<file path="src/rtl/interval_meter_pkg.sv">
// Shared constants for the interval meter: FSM state encoding and default counter width.
package interval_meter_pkg;

  localparam int DEFAULT_WIDTH = 16;

  localparam logic [1:0] ST_IDLE = 2'd0;
  localparam logic [1:0] ST_RUN  = 2'd1;
  localparam logic [1:0] ST_HOLD = 2'd2;

endpackage

</file>
<file path="src/rtl/rise_detect.sv">
// Registered 1-bit rising-edge detector; rise is high in the cycle where in=1 and the previous sample was 0.
module rise_detect (
  input  logic clk,
  input  logic rst,
  input  logic in,
  output logic rise
);

  logic in_q;

  // NOTE: sequential state uses non-blocking assignments so every flop samples pre-edge values.
  always_ff @(posedge clk or posedge rst) begin
    if (rst) in_q <= 1'b0;
    else     in_q <= in;
  end

  assign rise = in & ~in_q;

endmodule

</file>
<file path="src/rtl/interval_meter.sv">
// Measures the cycle count between an accepted start and the next stop rising edge,
// and presents it on a valid/ready result port.
module interval_meter
  import interval_meter_pkg::*;
#(
  parameter int WIDTH = DEFAULT_WIDTH
) (
  input  logic             clk,
  input  logic             rst,
  input  logic             clear,
  input  logic             start,
  input  logic             stop,
  output logic             busy,
  output logic             result_valid,
  input  logic             result_ready,
  output logic [WIDTH-1:0] result_count,
  output logic             result_overflow
);

  localparam logic [WIDTH-1:0] CNT_MAX = '1;

  logic [1:0]       state;
  logic [1:0]       next_state;
  logic [WIDTH-1:0] counter;
  logic             stop_rise;
  logic             saturated;

  // The stop history tracks stop in every state, so a stop already high on entry to RUN must fall first.
  rise_detect u_stop_rise (
    .clk  (clk),
    .rst  (rst),
    .in   (stop),
    .rise (stop_rise)
  );

  assign saturated = (counter == CNT_MAX);

  // NOTE: next_state gets a default before the case so no path leaves it unassigned (no latch).
  always_comb begin
    next_state = state;
    case (state)
      ST_IDLE: if (start)        next_state = ST_RUN;
      ST_RUN:  if (stop_rise)    next_state = ST_HOLD;
      ST_HOLD: if (result_ready) next_state = start ? ST_RUN : ST_IDLE;
      default:                   next_state = ST_IDLE;
    endcase
    if (clear) next_state = ST_IDLE;
  end

  always_ff @(posedge clk or posedge rst) begin
    if (rst) begin
      state           <= ST_IDLE;
      busy            <= 1'b0;
      result_valid    <= 1'b0;
      counter         <= '0;
      result_count    <= '0;
      result_overflow <= 1'b0;
    end else begin
      state        <= next_state;
      busy         <= (next_state == ST_RUN);
      result_valid <= (next_state == ST_HOLD);

      if (clear) begin
        counter <= '0;
      end else if (next_state == ST_RUN && state != ST_RUN) begin
        counter <= '0;
      end else if (state == ST_RUN && !stop_rise && !saturated) begin
        counter <= counter + 1'b1;
      end

      // Capture on the stop edge: counter+1 if representable, otherwise pinned to all ones.
      if (!clear && state == ST_RUN && stop_rise) begin
        result_count    <= saturated ? CNT_MAX : counter + 1'b1;
        result_overflow <= saturated;
      end
    end
  end

endmodule

</file>
<file path="config.mk">
export PLATFORM = sky130hd
export DESIGN_NAME = interval_meter
export DESIGN_NICKNAME = d
export VERILOG_FILES = /design/src/rtl/interval_meter_pkg.sv /design/src/rtl/rise_detect.sv /design/src/rtl/interval_meter.sv
export SDC_FILE = /design/constraint.sdc
export NUM_CORES = 1
export LEC_CHECK = 0
export CELL_PAD_IN_SITES_DETAIL_PLACEMENT = 1
export CELL_PAD_IN_SITES_GLOBAL_PLACEMENT = 2
export CORE_UTILIZATION = 30
export CTS_CLUSTER_SIZE = 12
export DETAILED_ROUTE_END_ITERATION = 16
export GPL_TIMING_DRIVEN = 0
export PLACE_DENSITY = 0.81
export SLEW_MARGIN = 20
export SYNTH_ARGS = -nofsm -noshare
export SYNTH_HDL_FRONTEND = slang
export SYNTH_SLANG_ARGS = --single-unit
</file>
<file path="constraint.sdc">
create_clock -name clk -period 6.5 [get_ports clk]
set_clock_uncertainty 0.15 [all_clocks]
set_input_delay 0.65 -clock clk [delete_from_list [all_inputs] [get_ports clk]]
set_output_delay 0.65 -clock clk [all_outputs]
set_load 0.01 [all_outputs]
</file>
Word-level counts from Yosys, hierarchy flattened
Index checks and enable logic that the tools add are counted.
{"block": "word_totals", "register_bits": 38, "inputBits": 6, "output_inout_bits": 19, "word_cells": 36}
{"block": "classes", "n_addsub": 1, "eq_ne": 6, "n_mux": 10, "bitwise_logic": 2, "n_reduce_logical": 10}
{"operator": "$mux 16", "n": 4}
{"operator": "$add 16x1->16 const B", "n": 1}
{"operator": "$eq 16x16->1 const B", "n": 1}
{"operator": "$mux 2", "n": 4}
{"operator": "$pmux 2 s3", "n": 1}
{"operator": "$logic_and 1x1->1", "n": 5}
{"operator": "$eq 2x1->1 const B", "n": 2}
{"operator": "$eq 2x2->1 const B", "n": 2}
{"operator": "$logic_not 1->1", "n": 3}
{"operator": "$reduce_bool 3->1", "n": 1}
{"operator": "$logic_not 2->1", "n": 1}
{"operator": "$ne 2x1->1 const B", "n": 1}
{"operator": "$and 1x1->1", "n": 1}
{"operator": "$mux 1", "n": 1}
{"operator": "$not 1->1", "n": 1}

Longest topological paths before layout
{"block": "depth", "ltp_word": 9, "ltp_mapped": 7, "depth_no_buf": 5}

Hierarchy
Synthesis repeated with hierarchy kept, for this count alone.
{"block": "unflattened", "cells_unflattened": 217, "hier_area_um2": 2058.2}
{"module": "interval_meter", "instances": 1, "cells_per_inst": 214, "area_per_inst_um2": 2015.7, "seq_area_each_um2": 925.9}
{"module": "rise_detect", "instances": 1, "cells_per_inst": 3, "area_per_inst_um2": 42.5, "seq_area_each_um2": 25.0}

Least setup slack after synthesis
Ideal clock, no wire load.
{"block": "synth_timing", "path_type": "input to register", "start": "input port clear", "end": "register result_count[2]", "setup_ns": 0.138, "arrival_ns": 1.847, "required_ns": 6.212, "slack_ns": 4.364, "path_stages": 4, "path_buffers": 2, "cell_sequence": "clkbuf_1 -> nor3_1 -> clkbuf_1 -> a31oi_1"}
{"block": "synth_between", "elab_chain_len": 3}
{"item": "from (decl)", "line": "interval_meter.sv:10", "rtl": "input logic clear,"}
{"item": "$logic_not 1->1", "line": "interval_meter.sv:72", "rtl": "if (!clear && state == ST_RUN && stop_rise) begin"}
{"item": "$logic_and 1x1->1 (2 in a row)", "line": "interval_meter.sv:72"}
{"item": "to (signal assigned)", "line": "interval_meter.sv:73", "rtl": "result_count <= saturated ? CNT_MAX : counter + 1'b1;"}
{"item": "to (decl)", "line": "interval_meter.sv:16", "rtl": "output logic [WIDTH-1:0] result_count,"}
Every way passes these cells.
A chain may end at the register's enable or synchronous reset.

Final worst setup path
{"block": "layout_timing", "start": "input port stop", "end": "register counter[1]"}
{"block": "layout_between", "elab_chain_len": 8, "elab_cells_between_ends": 12, "classes_between": "eq/ne: 1; mux: 5; bitwise: 1; reduce/logical: 5"}
{"item": "from (decl)", "line": "interval_meter.sv:12", "rtl": "input logic stop,"}
{"item": "$and 1x1->1 (*)", "line": "rise_detect.sv:17", "rtl": "assign rise = in & ~in_q;"}
{"item": "$mux 2", "line": "interval_meter.sv:43", "rtl": "ST_RUN: if (stop_rise) next_state = ST_HOLD;"}
{"item": "$pmux 2 s3", "line": "interval_meter.sv:41", "rtl": "case (state)"}
{"item": "$mux 2", "line": "interval_meter.sv:47", "rtl": "if (clear) next_state = ST_IDLE;"}
{"item": "$eq 2x1->1", "line": "interval_meter.sv:65", "rtl": "end else if (next_state == ST_RUN && state != ST_RUN) begin"}
{"item": "$logic_and 1x1->1", "line": "interval_meter.sv:65"}
{"item": "$mux 16", "line": "interval_meter.sv:65"}
{"item": "$mux 16", "line": "interval_meter.sv:63", "rtl": "if (clear) begin"}
{"item": "to (signal assigned)", "line": "interval_meter.sv:68", "rtl": "counter <= counter + 1'b1;"}
{"item": "to (decl)", "line": "interval_meter.sv:24", "rtl": "logic [WIDTH-1:0] counter;"}
Mark *: on every way between the ends. The rest lies on a longest branch, timed or not.

==> out/qor.log <==
INFO  status         status=complete, no violations
INFO  yosys          synth_cell_types=36
INFO  clocking       worst_skew_pair.late_latency=0.29ns
INFO  sta            report.final.setup_viol=0
INFO  finish         fillerInstances=735
INFO  yosys          synth_top_area_cell=dfrtp_1
INFO  hold_path      worst_hold_path.num_cells=2
INFO  finish         flow.area_growth_from_synthesis=22.7%
INFO  routing        detail_route.wl_per_cell=16.2µm
INFO  global_route   overflow=0
INFO  critical_path  cp_cell_sequence=clkdlybuf4s50_1 -> nand2b_1 -> nand2b_1 -> clkbuf_1 -> clkbuf_1 -> clkbuf_1 -> o21ai_0 -> a21oi_1
INFO  die            start_util=0.311
INFO  critical_path  timing.critical_path.from_type=primary input
INFO  power_and_ir_drop peakVddDrop=122µV
INFO  power_and_ir_drop power_leakage=0.940nW
INFO  critical_path  path_class=primary input to register
INFO  global_route   grt.total_usage=0.162
INFO  clocking       cts_hold_repair.buffers=0
INFO  yosys          ys_top_cells_by_count=dfrtp_1, a21oi_1, nor2_1, or4_1, o31ai_1
INFO  critical_path  path_common_cell=clkbuf_1
INFO  finish         final_core_utilization=0.381
INFO  hold_path      hold_path.class=register to register
INFO  global_route   first_global_vias=1719
INFO  clocking       cts.reportedPaths.clkPinSlew=0.08ns
INFO  placed_design  gpl.final_weighted_congestion=0.791
INFO  global_route   pin_count_of_the_biggest_net_entering_global_routing=22
INFO  sta            timing.final.max_slew_violations=0
INFO  yosys          synthMostInstantiatedCell=dfrtp_1
INFO  clocking       post-cts-setup-buffer-count=0
INFO  critical_path  cp_slowest_cell=clkdlybuf4s50_1
INFO  sta            tns=0ns
INFO  finish         antenna_diodes=0
INFO  clocking       cts.sinks=38
INFO  routing        detail-route-antenna-nets=0
INFO  placed_design  final_hpwl_dp=3.72mm
INFO  hold_path      hold_endpoint=result_count[14]
INFO  sta            slew_headroom=0.527
INFO  critical_path  reg2reg_to=counter[1]
INFO  die            core_area=6390µm²
INFO  routing        detail_route.vias_per_cell=5.28
INFO  sta            worst_pin_slew=0.706ns
INFO  yosys          synthTopCellsByArea=dfrtp_1, a21oi_1, or4_1
INFO  sta            fmax=370MHz
INFO  job            drv.max_cap_violation_count=0
INFO  sta            timing_hold_violations_final=0
INFO  finish         post_route_cells_drive_above_1_share=0.0917
INFO  sta            post_route_clock_period_utilization=0.416
INFO  power_and_ir_drop power.density_cell_area=234nW/µm²
INFO  critical_path  r2r_setup_slack=3.83ns
INFO  yosys          synth_seq_area_share=0.479
INFO  global_route   antenna_found_initial=0
INFO  clocking       clockBufferDepth=2
INFO  die            floorplan.die.height=83.4µm
INFO  clocking       tritoncts=yes
INFO  yosys          synth_edf_count=0
INFO  critical_path  cpPeakStageDelay=0.47ns
INFO  critical_path  setup.worst_path.end_class=register
INFO  clocking       cts-buffers-inserted=5
INFO  die            boundaryPins=25
INFO  critical_path  reg2reg_depth=7
INFO  critical_path  timing.rr.start=counter[0]
INFO  yosys          async_reset_ff_frac=1.00
INFO  critical_path  critical_path_required=6.57ns
INFO  routing        drc=0
INFO  die            die-width=83.4µm
INFO  yosys          syn_inst=208
INFO  hold_path      min-delay-start=result_count[14]
INFO  finish         layout_nets=246
INFO  yosys          synth_seq_cells=38
INFO  yosys          post_synth_instance_area=1990µm²
INFO  sta            rsz0062_at_grt=false
INFO  clocking       htree_num_levels=2
INFO  yosys          yosysWarnings=0
INFO  global_route   global_route_wire_length_before_repair=8.85mm
INFO  clocking       clock-root-buffer=clkbuf_8
INFO  die            floorplan.rows=29
INFO  sta            timing.final.crit_period=2.70ns
INFO  routing        via_count=1674
INFO  yosys          syn_area_per_cell=9.55µm²
INFO  clocking       post_cts.resized_instances=0
INFO  critical_path  worstPathMaxFanout=10
INFO  yosys          synth.net_count=215
INFO  routing        drt_first_pass_iters=4
INFO  critical_path  worst_ep_arrival_time=2.77ns
INFO  routing        dr.first_iter.drc_count=91
INFO  yosys          ys_dominant_reg_cell=dfrtp_1
INFO  yosys          post-synth-top-area-fraction=0.479
INFO  placed_design  port_buffers=23
INFO  routing        detail_route.wirelength=5.14mm
INFO  die            total_die_area=6950µm²
==> critical path: cells and delay by family <==
family | cells | cell delay [ns]
AND/OR/NAND/NOR | 2 | 0.22
AO/OA/AOI/OAI | 2 | 0.31
buffers and inverters | 4 | 1.59
==> how the worst max path moves through the flow <==
stage | start | end | slack [ns] | depth (start not counted)
global route | stop | counter[1] | 3.50 | 8
CTS | stop | counter[1] | 3.76 | 8
detailed placement | stop | counter[1] | 3.46 | 8
finish | stop | counter[1] | 3.80 | 8
floorplan | clear | result_count[2] | 4.36 | 4
global placement | stop | result_count[4] | 3.31 | 5
==> area by class of cell <==
class | count | area [µm²] | area share
buffer | 17 | 71.3 | 0.0293
tap | 77 | 96.3 | 0.0395
clock buffer | 7 | 86.3 | 0.0354
multi-input combinational | 148 | 950 | 0.390
clock inverter | 1 | 5.00 | 0.00205
inverter | 5 | 18.8 | 0.00770
sequential | 38 | 951 | 0.390
timing repair buffer | 24 | 258 | 0.106
==> layer usage <==
metal	GRT usage	vias to the layer above	wire length, µm
li1	-	827	-
met1	0.219	809	2570
met2	0.258	33	2370
met3	0.0278	5	124
met4	0.0596	0	82
met5	0	-	0
==> where the power goes <==
part,leakage [nW],switching [mW],internal [mW]
registers,0.494,0.0154,0.265
clock network,0.0482,0.0846,0.0856
logic,0.397,0.0527,0.0667
total,0.940,0.153,0.417
==> through the flow <==
| step | area (µm²) | worst slack, ns | cells | hold WS (ns) | total power, mW |
|---|---|---|---|---|---|
| after floorplan | 1990 | 4.36 | 208 | 0.366 | 0.335 |
| after global placement | 2310 | 3.31 | 308 | 0.312 | 0.401 |
| after detailed placement | 2340 | 3.46 | 309 | 0.323 | 0.406 |
| after CTS | 2440 | 3.76 | 317 | 0.342 | 0.580 |
| after global routing | 2440 | 3.50 | 317 | 0.361 | 0.602 |
| final | 2440 | 3.80 | 317 | 0.333 | 0.570 |
==> state kept, by name, indices dropped and copies added, names as in the netlist <==
name / count
busy: 1
counter: 16
result_count: 16
result_overflow: 1
result_valid: 1
state: 2
u_stop_rise.in_q: 1
==> cell usage in the layout (no fill, tap or decap), drive strengths merged, types with 4 or more instances in the layout <==
master / synthesis / final
nand4: 10 / 10
nand3: 7 / 7
o31ai: 12 / 12
clkdlybuf4s50: 0 / 23
nor2: 19 / 19
buf: 8 / 9
or4: 14 / 14
xnor2: 6 / 6
dfrtp: 38 / 38
clkbuf: 9 / 16
xor2: 6 / 6
nand2b: 4 / 4
a21oi: 26 / 26
nand2: 9 / 9
inv: 5 / 5
o21ai: 5 / 5
==> cell families (layout without fill, tap and decap cells) <==
family,Yosys count,after routing,share of synthesized area
and+or+nand+nor,80,80,0.242
AOI/OAI and AO/OA,53,53,0.164
DFF,38,38,0.479
buffers and inverters,22,54,0.0454
xor gates and xnor gates,12,12,0.0529
muxes,2,2,0.0107
adders and majority gates,1,1,0.00630
Note: power is estimated with default switching activity, not from simulation.
